--- src/rtl/periph_arb_pkg.sv ---
// Shared definitions for the peripheral port arbiter: LSU-ID width,
// request-kind enum and the round-robin pointer helper.
package periph_arb_pkg;

  localparam int NUM_LSU_DEFAULT = 4;
  localparam int LSU_ID_WIDTH    = $clog2(NUM_LSU_DEFAULT);

  typedef enum logic [1:0] {
    REQ_NONE  = 2'd0,
    REQ_READ  = 2'd1,
    REQ_WRITE = 2'd2
  } reqKind_t;

  // Round-robin successor: the port after the winner, wrapping to 0.
  function automatic int rrNext(input int winner, input int numLsu);
    return (winner + 1 >= numLsu) ? 0 : winner + 1;
  endfunction

endpackage

--- src/rtl/periph_arb_id_fifo.sv ---
// Synchronous FIFO of LSU IDs for outstanding reads. The head entry is
// available combinationally so read data can be routed in the return cycle.
module periph_arb_id_fifo #(
  parameter int DEPTH = 4,
  parameter int WIDTH = 2
) (
  input  logic             clock,
  input  logic             reset,
  input  logic             push,
  input  logic [WIDTH-1:0] pushData,
  input  logic             pop,
  output logic [WIDTH-1:0] head,
  output logic             full,
  output logic             empty
);

  localparam int PtrWidth = $clog2(DEPTH);

  logic [WIDTH-1:0]    mem [DEPTH];
  logic [PtrWidth-1:0] rdPtr;
  logic [PtrWidth-1:0] wrPtr;
  logic [PtrWidth:0]   count;
  logic                doPush;
  logic                doPop;

  assign full   = (count == (PtrWidth+1)'(DEPTH));
  assign empty  = (count == '0);
  assign doPop  = pop && !empty;
  assign doPush = push && (!full || doPop);
  assign head   = mem[rdPtr];

  // Entry storage needs no reset; only the pointers define validity.
  always_ff @(posedge clock) begin
    if (doPush) begin
      mem[wrPtr] <= pushData;
    end
  end

  // Pointers and occupancy; a simultaneous push and pop leaves count unchanged.
  always_ff @(posedge clock) begin
    if (reset) begin
      rdPtr <= '0;
      wrPtr <= '0;
      count <= '0;
    end else begin
      if (doPush) wrPtr <= wrPtr + PtrWidth'(1);
      if (doPop)  rdPtr <= rdPtr + PtrWidth'(1);
      unique case ({doPush, doPop})
        2'b10:   count <= count + (PtrWidth+1)'(1);
        2'b01:   count <= count - (PtrWidth+1)'(1);
        default: count <= count;
      endcase
    end
  end

endmodule

--- src/rtl/periph_port_arbiter.sv ---
// Shares one single-ported peripheral between NUM_LSU load/store units.
// Round-robin selection, registered one-cycle issue, in-order read return.
// Optional macro PERIPH_ARB_FIXED_PRIORITY_EN: lowest-index candidate wins
// and the round-robin pointer is removed.
module periph_port_arbiter
  import periph_arb_pkg::*;
#(
  parameter int INTERFACE_WIDTH      = 32,
  parameter int INTERFACE_ADDR_WIDTH = 32,
  parameter int NUM_LSU              = NUM_LSU_DEFAULT,
  parameter int READ_FIFO_DEPTH      = 4
) (
  input  logic                                  iClk,
  input  logic                                  iReset,
  input  logic [NUM_LSU-1:0]                    iReadRequest,
  input  logic [NUM_LSU-1:0]                    iWriteRequest,
  input  logic [NUM_LSU*INTERFACE_ADDR_WIDTH-1:0] iReadAddress,
  input  logic [NUM_LSU*INTERFACE_ADDR_WIDTH-1:0] iWriteAddress,
  input  logic [NUM_LSU*INTERFACE_WIDTH-1:0]    iWriteData,
  input  logic [NUM_LSU*(INTERFACE_WIDTH/8)-1:0] iWriteEnable,
  output logic [NUM_LSU-1:0]                    oReadGrantNextCycle,
  output logic [NUM_LSU-1:0]                    oWriteGrantNextCycle,
  output logic [NUM_LSU*INTERFACE_WIDTH-1:0]    oReadData,
  output logic [NUM_LSU-1:0]                    oReadDataValid,
  output logic [NUM_LSU-1:0]                    oWriteAccept,
  output logic                                  oReadRequest,
  output logic                                  oWriteRequest,
  output logic [INTERFACE_ADDR_WIDTH-1:0]       oReadAddress,
  output logic [INTERFACE_ADDR_WIDTH-1:0]       oWriteAddress,
  output logic [INTERFACE_WIDTH-1:0]            oWriteData,
  output logic [INTERFACE_WIDTH/8-1:0]          oWriteEnable,
  input  logic [INTERFACE_WIDTH-1:0]            iReadData,
  input  logic                                  iReadDataValid
);

  localparam int ByteWidth = INTERFACE_WIDTH / 8;
  localparam int IdWidth   = (NUM_LSU == NUM_LSU_DEFAULT) ? LSU_ID_WIDTH : $clog2(NUM_LSU);
  localparam int CntWidth  = $clog2(READ_FIFO_DEPTH) + 1;
  localparam logic [NUM_LSU-1:0] OneLane = {{(NUM_LSU-1){1'b0}}, 1'b1};

  logic [INTERFACE_ADDR_WIDTH-1:0] readAddrLane  [NUM_LSU];
  logic [INTERFACE_ADDR_WIDTH-1:0] writeAddrLane [NUM_LSU];
  logic [INTERFACE_WIDTH-1:0]      writeDataLane [NUM_LSU];
  logic [ByteWidth-1:0]            writeEnLane   [NUM_LSU];

  logic [NUM_LSU-1:0]              candidate;
  logic                            readBlocked;
  logic                            anyWinner;
  logic [IdWidth-1:0]              winner;
  logic [IdWidth-1:0]              scanId;
  int                              scanIdx;
  reqKind_t                        winKind;

  reqKind_t                        issueKind;
  logic [IdWidth-1:0]              issueId;
  logic [INTERFACE_ADDR_WIDTH-1:0] issueAddr;
  logic [INTERFACE_WIDTH-1:0]      issueData;
  logic [ByteWidth-1:0]            issueBe;

  logic [CntWidth-1:0]             outstanding;
  logic                            fifoPush;
  logic                            fifoPop;
  logic                            fifoFull;
  logic                            fifoEmpty;
  logic [IdWidth-1:0]              fifoHead;

  genvar g;
  generate
    for (g = 0; g < NUM_LSU; g++) begin : gLane
      assign readAddrLane[g]  = iReadAddress[g*INTERFACE_ADDR_WIDTH +: INTERFACE_ADDR_WIDTH];
      assign writeAddrLane[g] = iWriteAddress[g*INTERFACE_ADDR_WIDTH +: INTERFACE_ADDR_WIDTH];
      assign writeDataLane[g] = iWriteData[g*INTERFACE_WIDTH +: INTERFACE_WIDTH];
      assign writeEnLane[g]   = iWriteEnable[g*ByteWidth +: ByteWidth];
    end
  endgenerate

  // Reads count against the FIFO from grant time, so in-flight issues
  // cannot overrun it; the flag is registered and only clears next cycle.
  assign readBlocked = fifoFull || (outstanding == CntWidth'(READ_FIFO_DEPTH));
  assign candidate   = iWriteRequest | (readBlocked ? '0 : iReadRequest);

`ifndef PERIPH_ARB_FIXED_PRIORITY_EN
  logic [IdWidth-1:0] rrPtr;

  // Pointer moves past the winner; it holds when nobody wins.
  always_ff @(posedge iClk) begin
    if (iReset) begin
      rrPtr <= '0;
    end else if (anyWinner) begin
      rrPtr <= IdWidth'(rrNext(int'(winner), NUM_LSU));
    end
  end
`endif

  // Find the first candidate from the scan origin; reads beat writes per port.
  always_comb begin
    anyWinner = 1'b0;
    winner    = '0;
    winKind   = REQ_NONE;
    scanIdx   = 0;
    scanId    = '0;
    for (int k = 0; k < NUM_LSU; k++) begin
`ifdef PERIPH_ARB_FIXED_PRIORITY_EN
      scanIdx = k;
`else
      scanIdx = int'(rrPtr) + k;
      if (scanIdx >= NUM_LSU) scanIdx = scanIdx - NUM_LSU;
`endif
      scanId = IdWidth'(scanIdx);
      if (!anyWinner && candidate[scanId]) begin
        anyWinner = 1'b1;
        winner    = scanId;
        winKind   = (iReadRequest[scanId] && !readBlocked) ? REQ_READ : REQ_WRITE;
      end
    end
    if (iReset) begin
      anyWinner = 1'b0;
      winKind   = REQ_NONE;
    end
  end

  assign oReadGrantNextCycle  = (winKind == REQ_READ)  ? (OneLane << winner) : '0;
  assign oWriteGrantNextCycle = (winKind == REQ_WRITE) ? (OneLane << winner) : '0;

  // Capture the winner's fields so the peripheral sees a registered access.
  always_ff @(posedge iClk) begin
    if (iReset) begin
      issueKind <= REQ_NONE;
      issueId   <= '0;
      issueAddr <= '0;
      issueData <= '0;
      issueBe   <= '0;
    end else begin
      issueKind <= winKind;
      issueId   <= winner;
      if (winKind == REQ_READ) begin
        issueAddr <= readAddrLane[winner];
        issueData <= '0;
        issueBe   <= '0;
      end else if (winKind == REQ_WRITE) begin
        issueAddr <= writeAddrLane[winner];
        issueData <= writeDataLane[winner];
        issueBe   <= writeEnLane[winner];
      end else begin
        issueAddr <= '0;
        issueData <= '0;
        issueBe   <= '0;
      end
    end
  end

  // Reads granted but not yet returned, including the one still in issue.
  always_ff @(posedge iClk) begin
    if (iReset) begin
      outstanding <= '0;
    end else begin
      unique case ({winKind == REQ_READ, fifoPop})
        2'b10:   outstanding <= outstanding + CntWidth'(1);
        2'b01:   outstanding <= outstanding - CntWidth'(1);
        default: outstanding <= outstanding;
      endcase
    end
  end

  assign fifoPush = (issueKind == REQ_READ) && !iReset;
  assign fifoPop  = iReadDataValid && !fifoEmpty && !iReset;

  periph_arb_id_fifo #(
    .DEPTH (READ_FIFO_DEPTH),
    .WIDTH (IdWidth)
  ) idFifo (
    .clock    (iClk),
    .reset    (iReset),
    .push     (fifoPush),
    .pushData (issueId),
    .pop      (fifoPop),
    .head     (fifoHead),
    .full     (fifoFull),
    .empty    (fifoEmpty)
  );

  assign oReadRequest   = (issueKind == REQ_READ)  && !iReset;
  assign oWriteRequest  = (issueKind == REQ_WRITE) && !iReset;
  assign oReadAddress   = oReadRequest  ? issueAddr : '0;
  assign oWriteAddress  = oWriteRequest ? issueAddr : '0;
  assign oWriteData     = oWriteRequest ? issueData : '0;
  assign oWriteEnable   = oWriteRequest ? issueBe   : '0;
  assign oWriteAccept   = oWriteRequest ? (OneLane << issueId) : '0;
  assign oReadDataValid = fifoPop ? (OneLane << fifoHead) : '0;
  assign oReadData      = iReset ? '0 : {NUM_LSU{iReadData}};

endmodule

--- config.mk ---
export PLATFORM = sky130hd
export DESIGN_NAME = periph_port_arbiter
export DESIGN_NICKNAME = d
export VERILOG_FILES = /design/src/rtl/periph_arb_pkg.sv /design/src/rtl/periph_arb_id_fifo.sv /design/src/rtl/periph_port_arbiter.sv
export SDC_FILE = /design/constraint.sdc
export NUM_CORES = 1
export LEC_CHECK = 0
export ABC_AREA = 0
export CAP_MARGIN = 5
export CORE_AREA = 3 3 264 266
export CTS_CLUSTER_SIZE = 24
export DETAILED_ROUTE_END_ITERATION = 8
export DIE_AREA = 0 0 267 269
export HOLD_SLACK_MARGIN = 0.12
export PLACE_DENSITY_LB_ADDON = 0.2
export SLEW_MARGIN = 0
export SYNTH_ARGS = -nofsm -noshare
export SYNTH_HDL_FRONTEND = slang
export SYNTH_SLANG_ARGS = --single-unit
--- constraint.sdc ---
create_clock -name iClk -period 7.2 [get_ports iClk]
set_input_delay 1.08 -clock iClk [delete_from_list [all_inputs] [get_ports iClk]]
set_output_delay 1.08 -clock iClk [all_outputs]
set_load 0.03 [all_outputs]
==> impl_metrics.env, run 1 <==
export IMPL_rr_startpoint="rrPtr[1]"
export IMPL_cts_sinks=94
export IMPL_swShare_pct=49.1
export IMPL_drive_gt1_share_pct=6.16
export IMPL_critPathMaxStageDelay_ns=1.03
export IMPL_floorplan_initialDensity_pct=13.9
export IMPL_syn_inst=1167
export IMPL_clk_path_buf_depth=2
export IMPL_synth_area_leaders="dfxtp_1 18%, buf_4 8.1%, and2_1 7.0%"
export IMPL_setup_viol=0
export IMPL_synth_avg_cell_area_um2=8.02
export IMPL_critPathSlowestCell="nor4_1"
export IMPL_fin_tns_setup_ns=0
export IMPL_fin_nets=2106
export IMPL_boundaryPins=689
export IMPL_cp_start_kind="input pin"
export IMPL_relSlewSlack_pct=16.7
export IMPL_switchingPower_mw=1.84
export IMPL_crit_arrival_ns=4.78
export IMPL_overflow=0
export IMPL_dieArea_um2=71800
export IMPL_syn_area_um2=9360
export IMPL_die_w_um=267
export IMPL_place_area_um2=16200
export IMPL_syn2layout_area_growth_pct=77.0
export IMPL_antenna_found_initial=17
export IMPL_first_pass_iters=5
export IMPL_clk_latency_ns=0.40
export IMPL_ctsRootBufferMaster="clkbuf_16"
export IMPL_routed_wirelength_mm=62.0
export IMPL_cp_top_family="simple AND/OR/NAND/NOR gates"
export IMPL_vias=11500
export IMPL_max_cap_viol_count=0
export IMPL_end_kind="output port"
export IMPL_cts_made_buffers=9
export IMPL_design_area_um2=16600
export IMPL_port_buffers=688
export IMPL_yosys_top_cells_count="105 x and2_1, 101 x buf_4, 101 x nand4_1"
export IMPL_post_cts_resized=0
export IMPL_hold_violations=0
export IMPL_rsz0062_at_grt="no"
export IMPL_grt_max_degree=108
export IMPL_worstReg2RegEnd="issueBe[1]"
export IMPL_htreeDepth=3
export IMPL_period_needed_ns=5.86
export IMPL_status="finished, final reports clean"
export IMPL_yosysUniqueCellTypes=62
export IMPL_cellPowerDensity_nw_per_um2=227
export IMPL_critPathKind="input pin to output port"
export IMPL_async_flop_share_pct=0
export IMPL_finalCritPeriodShare_pct=81.3
export IMPL_avgRoutedWirePerCell_um=24.4
export IMPL_combinationalPowerShare_pct=64.1
export IMPL_post_cts_buffers=0
export IMPL_rows=95
export IMPL_synth_edf_count=8
export IMPL_worstPathCellList="clkdlybuf4s50_1, nor4b_1, nor4_1, a221oi_1, o211a_1, nand3b_1, a311o_2, nor2_1, clkdlybuf4s50_1"
export IMPL_fin_skew_ns=0.0152
export IMPL_p_seq_share_pct=21.8
export IMPL_path_buf_inv=2
export IMPL_viasPerCell=4.52
export IMPL_max_freq_mhz=171
export IMPL_ys_seq_area_share_pct=21.0
export IMPL_ys_ff_latch=94
export IMPL_cp_common_cell="clkdlybuf4s50_1"
export IMPL_crit_start="iWriteRequest[0]"
export IMPL_synth_most_common_cell="and2_1"
export IMPL_yosysWarnings=0
export IMPL_maxSlewViolCount=0
export IMPL_cts_tree="done"
export IMPL_r2r_setup_slack_ns=2.23
export IMPL_worst_pin_slew_ns=1.24
export IMPL_p_leak_nw=5.72
export IMPL_crit_fanout=5
export IMPL_critical_path_required_ns=6.12
export IMPL_place_hpwl_mm=47.4
export IMPL_synthesis_nets=1622
export IMPL_gr_usage_all_layers_pct=16.1
export IMPL_design_core_area_um2=67300
export IMPL_grt_pass1_wl_mm=84.0
export IMPL_ir_worst_vdd_mv=0.129
export IMPL_min_path_type="flop to flop"
export IMPL_globalplace_congestion=0.853
export IMPL_critPathCapture="oReadGrantNextCycle[3]"
export IMPL_fill_cells=7275
export IMPL_cts_hold_buf=0
export IMPL_power_share_clock_pct=14.1
export IMPL_synth_top_area_share_pct=18.4
export IMPL_grt_pass1_vias=11600
export IMPL_drt_iter0_markers=645
export IMPL_cp_depth=9
export IMPL_clkTransAtPathRegs_ns=0.07
export IMPL_die_height_um=269
export IMPL_synth_top_flop_cell="dfxtp_1"
export IMPL_yosys_area_top_type="dfxtp_1"
export IMPL_ant_nets=0
export IMPL_drc_errors=0
export IMPL_cell_internal_pwr_mw=1.91
export IMPL_r2r_cells=9
## how the worst min path moves through the flow
stage	start	end	cells after the start
3_3_place_gp	outstanding[2]	outstanding[2]	2
6_report	outstanding[2]	outstanding[2]	2
5_1_grt	outstanding[2]	outstanding[2]	2
2_1_floorplan	outstanding[2]	outstanding[2]	2
3_5_place_dp	outstanding[2]	outstanding[2]	2
4_1_cts	outstanding[2]	outstanding[2]	2
## through the flow
stage	utilization, %	cells	hold WS, ns	power, mW	worst slack (ns)
global route	24.6	2531	0.551	4.01	1.13
CTS	24.6	2529	0.526	3.83	1.39
detailed placement	24.2	2513	0.511	3.27	1.40
global placement	24.2	2513	0.511	3.26	1.60
floorplan	-	1167	0.461	2.31	2.55
finish	24.6	2538	0.518	3.75	1.34
## metal layers
| layer | track usage, % | vias to the layer above | wire (um) | part of all wire [%] |
|---|---|---|---|---|
| li1 | - | 5370 | - | - |
| met5 | 0 | - | 102 | 0.16 |
| met4 | 4.83 | 14 | 1400 | 2.3 |
| met2 | 28.3 | 557 | 30700 | 49 |
| met1 | 18.4 | 5468 | 24500 | 40 |
| met3 | 5.79 | 73 | 5380 | 8.7 |
## cell families after synthesis
kind of cell	synth area share, %
compound gates	31.4
xor+xnor	0.655
fa+ha+maj	1.76
buf+inv	15.8
flops	21.0
mux	4.77
simple gates	24.6
## cell usage in the layout (no fill, tap or decap), drive strengths merged, types with 3 or more instances in the layout
cell / count
clkdlybuf4s50: 683
and2: 105
nand4: 101
dfxtp: 86
o21ai: 73
and3: 70
a31oi: 70
a22o: 64
mux2i: 39
a211oi: 37
a2111oi: 36
o31ai: 35
nor2b: 32
o32ai: 32
buf: 31
nor2: 28
inv: 20
nand2: 14
ha: 10
diode: 9
clkbuf: 9
edfxtp: 8
a21oi: 8
nor3: 8
xor2: 5
nand3: 4
or3: 4
o21a: 4
clkinv: 4
a311oi: 3
nor3b: 3
a31o: 3
## area by class of cell
cell class	instances	area, um^2	area share, %
repair buffers	714	7140	43.1
multi-input cells	815	5980	36.1
flip-flops and latches	94	1960	11.8
inverters	17	68.8	0.415
clock buffers	9	225	1.36
well taps	873	1090	6.59
clock inverters	7	67.6	0.408
diodes	9	22.5	0.136
## worst register-to-register path: cells and delay by family (launching register included)
kind | cells | cell delay (ns)
AO/OA/AOI/OAI | 3 | 0.99
buffers and inverters | 4 | 1.90
flip-flops | 1 | 0.77
AND/OR/NAND/NOR | 2 | 1.17
## power by group through the flow
stage | Sequential [mW] | Combinational, mW | Clock (mW)
6_report | 0.820 | 2.41 | 0.529
5_1_grt | 0.840 | 2.59 | 0.575
4_1_cts | 0.823 | 2.44 | 0.569
3_5_place_dp | 0.832 | 2.43 | 0
3_3_place_gp | 0.837 | 2.42 | 0
2_1_floorplan | 0.759 | 1.55 | 0
## flip-flops by register name (all words and copies together) (netlist names), named ones only
name / count
idFifo.rdPtr: 2
idFifo.count: 3
issueData: 32
issueId: 2
idFifo.mem: 8
issueBe: 4
issueKind: 2
idFifo.wrPtr: 2
outstanding: 3
issueAddr: 32
rrPtr: 2
(Power assumes the default switching activity.)
==> run 2, diff against run 1 <==
--- a/config.mk
+++ b/config.mk
@@ -7,10 +7,10 @@
 export LEC_CHECK = 0
 export ABC_AREA = 0
 export CAP_MARGIN = 5
-export CORE_AREA = 3 3 264 266
+export CORE_AREA = 3 3 263 265
 export CTS_CLUSTER_SIZE = 24
 export DETAILED_ROUTE_END_ITERATION = 8
-export DIE_AREA = 0 0 267 269
+export DIE_AREA = 0 0 266 268
 export HOLD_SLACK_MARGIN = 0.12
 export PLACE_DENSITY_LB_ADDON = 0.2
 export SLEW_MARGIN = 0
==> constraint.sdc (replaced) <==
create_clock -name iClk -period 5.6 [get_ports iClk]
set_input_delay 0.84 -clock iClk [delete_from_list [all_inputs] [get_ports iClk]]
set_output_delay 0.84 -clock iClk [all_outputs]
set_load 0.03 [all_outputs]
==> run 2 against run 1 <==
Against the previous run: clock power is 29% higher; setup slack got worse by 0.68 ns; wire length down 1.8%; utilization grew 0.12 points; clock skew decreased by 0.0011 ns; non-clock buffer count shrank 1; die area is 0.74% lower; critical path depth increased by 1; via count is 0.53% higher; flip-flop and latch count did not move; critical endpoint is now oWriteGrantNextCycle[1].
==> impl_metrics.env, run 2 (synthesized netlist as in run 1, its figures left out) <==
export IMPL_fin_skew_ns=0.0141
export IMPL_clk_path_buf_depth=2
export IMPL_vias=11500
export IMPL_overflow=0
export IMPL_avgRoutedWirePerCell_um=24.0
export IMPL_cp_start_kind="flop"
export IMPL_cts_tree="done"
export IMPL_drc_errors=0
export IMPL_grt_max_degree=138
export IMPL_syn2layout_area_growth_pct=77.2
export IMPL_rsz0062_at_grt="no"
export IMPL_clk_latency_ns=0.39
export IMPL_dp_cells=2512
export IMPL_worst_pin_slew_ns=1.04
export IMPL_floorplan_initialDensity_pct=14.0
export IMPL_gr_usage_all_layers_pct=16.1
export IMPL_die_height_um=268
export IMPL_finalCritPeriodShare_pct=88.1
export IMPL_globalplace_congestion=0.902
export IMPL_fin_cells=2537
export IMPL_drt_iter0_markers=651
export IMPL_port_buffers=688
export IMPL_hold_violations=0
export IMPL_ant_nets=0
export IMPL_rows=95
export IMPL_design_core_area_um2=67000
export IMPL_grtUsageMet1_pct=18.9
export IMPL_path_buf_inv=3
export IMPL_grt_pass1_vias=11800
export IMPL_htreeDepth=3
export IMPL_use_met2_pct=27.4
export IMPL_min_path_type="flop to flop"
export IMPL_crit_arrival_ns=4.09
export IMPL_post_cts_resized=0
export IMPL_place_hpwl_mm=45.4
export IMPL_first_pass_iters=4
export IMPL_utilization_pct=24.7
export IMPL_cell_internal_pwr_mw=2.48
export IMPL_met3_usage_pct=5.98
export IMPL_setup_viol=0
export IMPL_max_freq_mhz=203
export IMPL_switchingPower_mw=2.39
export IMPL_post_cts_buffers=0
export IMPL_viasPerCell=4.55
export IMPL_power_share_clock_pct=14.1
export IMPL_critPathKind="flop to output port"
export IMPL_boundaryPins=689
export IMPL_drive_gt1_share_pct=6.34
export IMPL_fill_cells=7313
export IMPL_end_kind="output port"
export IMPL_crit_fanout=39
export IMPL_layout_common_cells="679 x clkdlybuf4s50_1, 104 x and2_1, 101 x nand4_1, 86 x dfxtp_1"
export IMPL_cts_sinks=94
export IMPL_cp_common_cell="inv_1"
export IMPL_max_cap_viol_count=0
export IMPL_combinationalPowerShare_pct=64.0
export IMPL_period_needed_ns=4.93
export IMPL_status="finished, final reports clean"
export IMPL_largestRegisters="issueAddr (32), issueData (32), idFifo.mem (8)"
export IMPL_grt_pass1_wl_mm=84.8
export IMPL_fin_nets=2105
export IMPL_power_mw=4.87
export IMPL_worstPathCellList="or3b_1, a31oi_1, o21ai_1, and2_2, nor2_8, inv_1, ha_1, inv_1, nor3_1, buf_4"
export IMPL_cp_top_family="simple AND/OR/NAND/NOR gates"
export IMPL_maxSlewViolCount=0
export IMPL_dieArea_um2=71300
export IMPL_ctsRootBufferMaster="clkbuf_16"
export IMPL_regArea_um2=1960
export IMPL_multi_input_area_um2=5980
export IMPL_cts_made_buffers=9
export IMPL_fin_tns_setup_ns=0
export IMPL_relSlewSlack_pct=30.2
export IMPL_cts_hold_buf=0
export IMPL_gr_max_usage_layer="met2"
export IMPL_routed_wirelength_mm=60.9
export IMPL_swShare_pct=49.1
export IMPL_p_seq_share_pct=21.9
export IMPL_critical_path_required_ns=4.76
export IMPL_die_w_um=266
export IMPL_critPathSlowestCell="a31oi_1"
export IMPL_clkTransAtPathRegs_ns=0.08
export IMPL_antenna_found_initial=17
export IMPL_ir_worst_vdd_mv=0.248
export IMPL_mostFrequentLayoutCell="clkdlybuf4s50_1"
export IMPL_p_leak_nw=5.74
export IMPL_critPathMaxStageDelay_ns=0.69
export IMPL_cellPowerDensity_nw_per_um2=293
-- run 2: changes by cell type in the layout (fill, tap and decap cells not counted) --
cell / previous run / this run
clkinv_8: 1 / 0
clkinv_4: 2 / 1
buf_4: 24 / 23
inv_6: 3 / 5
buf_12: 6 / 10
clkdlybuf4s50_1: 683 / 679
-- run 2: layout make-up --
type,instances,area share (%)
Timing Repair Buffer,713,43.2
Sequential cell,94,11.8
Clock inverter,7,0.362
Tap cell,873,6.58
Clock buffer,9,1.36
Inverter,17,0.415
Antenna cell,9,0.136
Multi-Input combinational cell,815,36.1
-- run 2: final timing paths --
path              startpoint                 endpoint  slack, ns  depth (start not counted)
max          idFifo.count[2]  oWriteGrantNextCycle[1]       0.67                         10
min          idFifo.wrPtr[1]          idFifo.wrPtr[1]       0.54                          2
max reg2reg         rrPtr[1]           outstanding[2]       1.22                         11
min reg2reg  idFifo.wrPtr[1]          idFifo.wrPtr[1]       0.54                          2
-- run 2: stage by stage --
| stage | hold slack [ns] | worst slack, ns | area [um^2] |
|---|---|---|---|
| after floorplan | 0.461 | 1.43 | 9360 |
| after global placement | 0.503 | 0.799 | 16300 |
| after detailed placement | 0.527 | 0.733 | 16300 |
| after CTS | 0.546 | 0.619 | 16600 |
| after global routing | 0.576 | 0.366 | 16600 |
| final | 0.544 | 0.665 | 16600 |
-- run 2: tightest hold or removal path: stages (launching register included) --
cell and delay, ns:
dfxtp_1 0.33, inv_1 0.09, o31ai_1 0.08
-- run 2: power by group through the flow --
| stage | registers (mW) | clock network, mW | logic (mW) |
|---|---|---|---|
| after floorplan | 0.976 | 0 | 2.00 |
| after global placement | 1.09 | 0 | 3.14 |
| after detailed placement | 1.09 | 0 | 3.16 |
| after CTS | 1.07 | 0.738 | 3.17 |
| after global routing | 1.09 | 0.752 | 3.36 |
| final | 1.07 | 0.685 | 3.12 |
-- run 2: per-layer routing --
metal	vias up	wire, um
li1	5359	-
met5	-	64
met3	53	5330
met1	5577	24500
met2	544	29700
met4	10	1280
==> run 3, diff against run 2 <==
--- a/config.mk
+++ b/config.mk
@@ -5,7 +5,7 @@
 export SDC_FILE = /design/constraint.sdc
 export NUM_CORES = 1
 export LEC_CHECK = 0
-export ABC_AREA = 0
+export ABC_AREA = 1
 export CAP_MARGIN = 5
 export CORE_AREA = 3 3 263 265
 export CTS_CLUSTER_SIZE = 24
==> run 3 against run 2 <==
Against the previous run: combinational power increased by 88%; via count grew 13%; die area stayed put; setup slack better by 0.59 ns; sequential power down 4%; non-clock buffer count decreased by 7; critical path depth increased by 2; count of clock-buffer cells in the layout increased by 1; wire length fell by 14%; maximum frequency rose by 14%; first-iteration DRC count decreased by 14%.
==> impl_metrics.env, run 3 <==
export IMPL_rsz0062_at_grt="no"
export IMPL_avgRoutedWirePerCell_um=15.7
export IMPL_clkTransAtPathRegs_ns=0.08
export IMPL_vias=13100
export IMPL_crit_fanout=29
export IMPL_whs_ns=0.452
export IMPL_synthesis_nets=2399
export IMPL_htreeDepth=3
export IMPL_synth_top_area_share_pct=19.8
export IMPL_p_leak_nw=8.67
export IMPL_dieArea_um2=71300
export IMPL_globalplace_congestion=0.853
export IMPL_clk_latency_ns=0.38
export IMPL_viasPerCell=3.92
export IMPL_synth_avg_cell_area_um2=5.26
export IMPL_floorplan_initialDensity_pct=15.2
export IMPL_hold_violations=0
export IMPL_syn_area_um2=10200
export IMPL_drt_iter0_markers=563
export IMPL_yosysUniqueCellTypes=33
export IMPL_cts_sinks=94
export IMPL_setup_viol=0
export IMPL_min_path_cells=1
export IMPL_cts_tree="done"
export IMPL_place_hpwl_mm=41.9
export IMPL_ys_ff_latch=94
export IMPL_grt_pass1_wl_mm=76.6
export IMPL_clk_path_buf_depth=2
export IMPL_ir_worst_vdd_mv=0.416
export IMPL_gr_usage_all_layers_pct=14.0
export IMPL_period_needed_ns=4.34
export IMPL_synth_most_common_cell="inv_1"
export IMPL_syn2layout_area_growth_pct=70.4
export IMPL_grt_max_degree=110
export IMPL_end_kind="output port"
export IMPL_yosysWarnings=0
export IMPL_grt_pass1_vias=12800
export IMPL_drive_gt1_share_pct=2.64
export IMPL_boundaryPins=689
export IMPL_cellPowerDensity_nw_per_um2=434
export IMPL_post_cts_buffers=0
export IMPL_worst_pin_slew_ns=0.884
export IMPL_maxSlewViolCount=0
export IMPL_port_buffers=688
export IMPL_async_flop_share_pct=0
export IMPL_yosys_area_top_type="inv_1"
export IMPL_mostFrequentLayoutCell="clkdlybuf4s50_1"
export IMPL_first_pass_iters=5
export IMPL_overflow=0
export IMPL_cp_start_kind="flop"
export IMPL_die_height_um=268
export IMPL_post_cts_resized=0
export IMPL_finalCritPeriodShare_pct=77.5
export IMPL_die_w_um=266
export IMPL_syn_inst=1944
export IMPL_ant_nets=0
export IMPL_fin_cells=3339
export IMPL_largestRegisters="issueAddr (32), issueData (32), idFifo.mem (8)"
export IMPL_antenna_found_initial=1
export IMPL_pre_cts_ws_ns=1.27
export IMPL_max_cap_viol_count=0
export IMPL_dp_cells=3319
export IMPL_status="finished, final reports clean"
export IMPL_critPathKind="flop to output port"
export IMPL_relSlewSlack_pct=41.1
export IMPL_cts_hold_buf=0
export IMPL_synth_edf_count=8
export IMPL_design_core_area_um2=67000
export IMPL_synth_area_leaders="inv_1 20%, nand2_1 18%, nand3_1 17%"
export IMPL_fin_nets=2912
export IMPL_fin_ws_ns=1.26
export IMPL_r2r_cells=13
export IMPL_crit_arrival_ns=3.50
export IMPL_max_freq_mhz=230
export IMPL_ys_seq_area_share_pct=19.2
export IMPL_layout_common_cells="679 x clkdlybuf4s50_1, 538 x inv_1, 476 x nand2_1, 347 x nand3_1, 166 x nor2_1"
export IMPL_routed_wirelength_mm=52.6
export IMPL_fin_skew_ns=0.0146
export IMPL_rows=95
export IMPL_fin_tns_setup_ns=0
export IMPL_cts_made_buffers=9
export IMPL_ctsRootBufferMaster="clkbuf_16"
export IMPL_synth_top_flop_cell="dfxtp_1"
export IMPL_critical_path_required_ns=4.76
export IMPL_drc_errors=0
export IMPL_min_path_type="flop to flop"
export IMPL_yosys_top_cells_count="538 x inv_1, 478 x nand2_1, 349 x nand3_1"
run 3: cell count changes after synthesis, moves of 64 or more:
cell and delta:
a31oi_1 -67, and2_1 -105, nand3_1 +345, inv_1 +522, nor2_1 +139, and3_1 -70, nand2_1 +464, a22o_1 -64
nand4_1 -100
run 3: path summary, 6_finish.rpt:
| path | from | to | slack [ns] |
|---|---|---|---|
| setup reg to reg | rrPtr[0] | issueAddr[13] | 1.85 |
| hold reg to reg | outstanding[2] | outstanding[2] | 0.45 |
| setup / recovery | rrPtr[0] | oReadGrantNextCycle[1] | 1.26 |
| hold / removal | outstanding[2] | outstanding[2] | 0.45 |
run 3: critical path, stage by stage, from the launching register on:
cell and delay [ns]:
dfxtp_1 0.84, inv_1 0.31, nand3_1 0.19, nand2_1 0.11, o21ai_2 0.25, nor2_4 0.09
nand3_4 0.33, nand3_4 0.27, inv_2 0.16, ha_1 0.16, inv_1 0.05, nor2_1 0.16
buf_4 0.19
run 3: kinds of logic (layout without fill, tap and decap cells):
kind of cell    count (synthesis)  count (layout)  share of synthesized area (%)
compound gates                 81              81                           4.40
simple gates                 1008            1008                           41.8
xor+xnor                        1               1                          0.269
other cells                     0               4                              0
fa+ha+maj                      12              12                           1.62
buf+inv                       748            1266                           32.7
flops                          94              94                           19.2
run 3: area by class of cell:
type	count	area [um^2]
diodes	4	10.0
clock buffers	10	239
clock inverters	6	56.3
fillers	7599	49600
inverters	544	2040
multi-input cells	1102	4970
flip-flops and latches	94	1960
well taps	873	1090
repair buffers	706	7030
run 3: per-layer routing:
| metal | track usage (%) | vias up | wire [um] |
|---|---|---|---|
| met5 | 0 | - | 0 |
| met4 | 3.75 | 0 | 874 |
| met3 | 3.90 | 37 | 3910 |
| met2 | 25.3 | 491 | 26500 |
| met1 | 16.3 | 5956 | 21300 |
| li1 | - | 6596 | - |
run 3: stage by stage:
step / cell area, um^2 / total power [mW] / utilization (%)
finish: 17400 / 7.55 / 26.0
global route: 17400 / 8.42 / 26.0
floorplan: 10200 / 5.18 / -
CTS: 17400 / 7.77 / 26.0
detailed placement: 17100 / 7.05 / 25.5
global placement: 17100 / 7.01 / 25.5
run 3: report_power, final:
group	switching (mW)	internal, mW	total (mW)
logic	3.98	1.89	5.87
clock network	0.333	0.320	0.653
registers	0.118	0.908	1.03
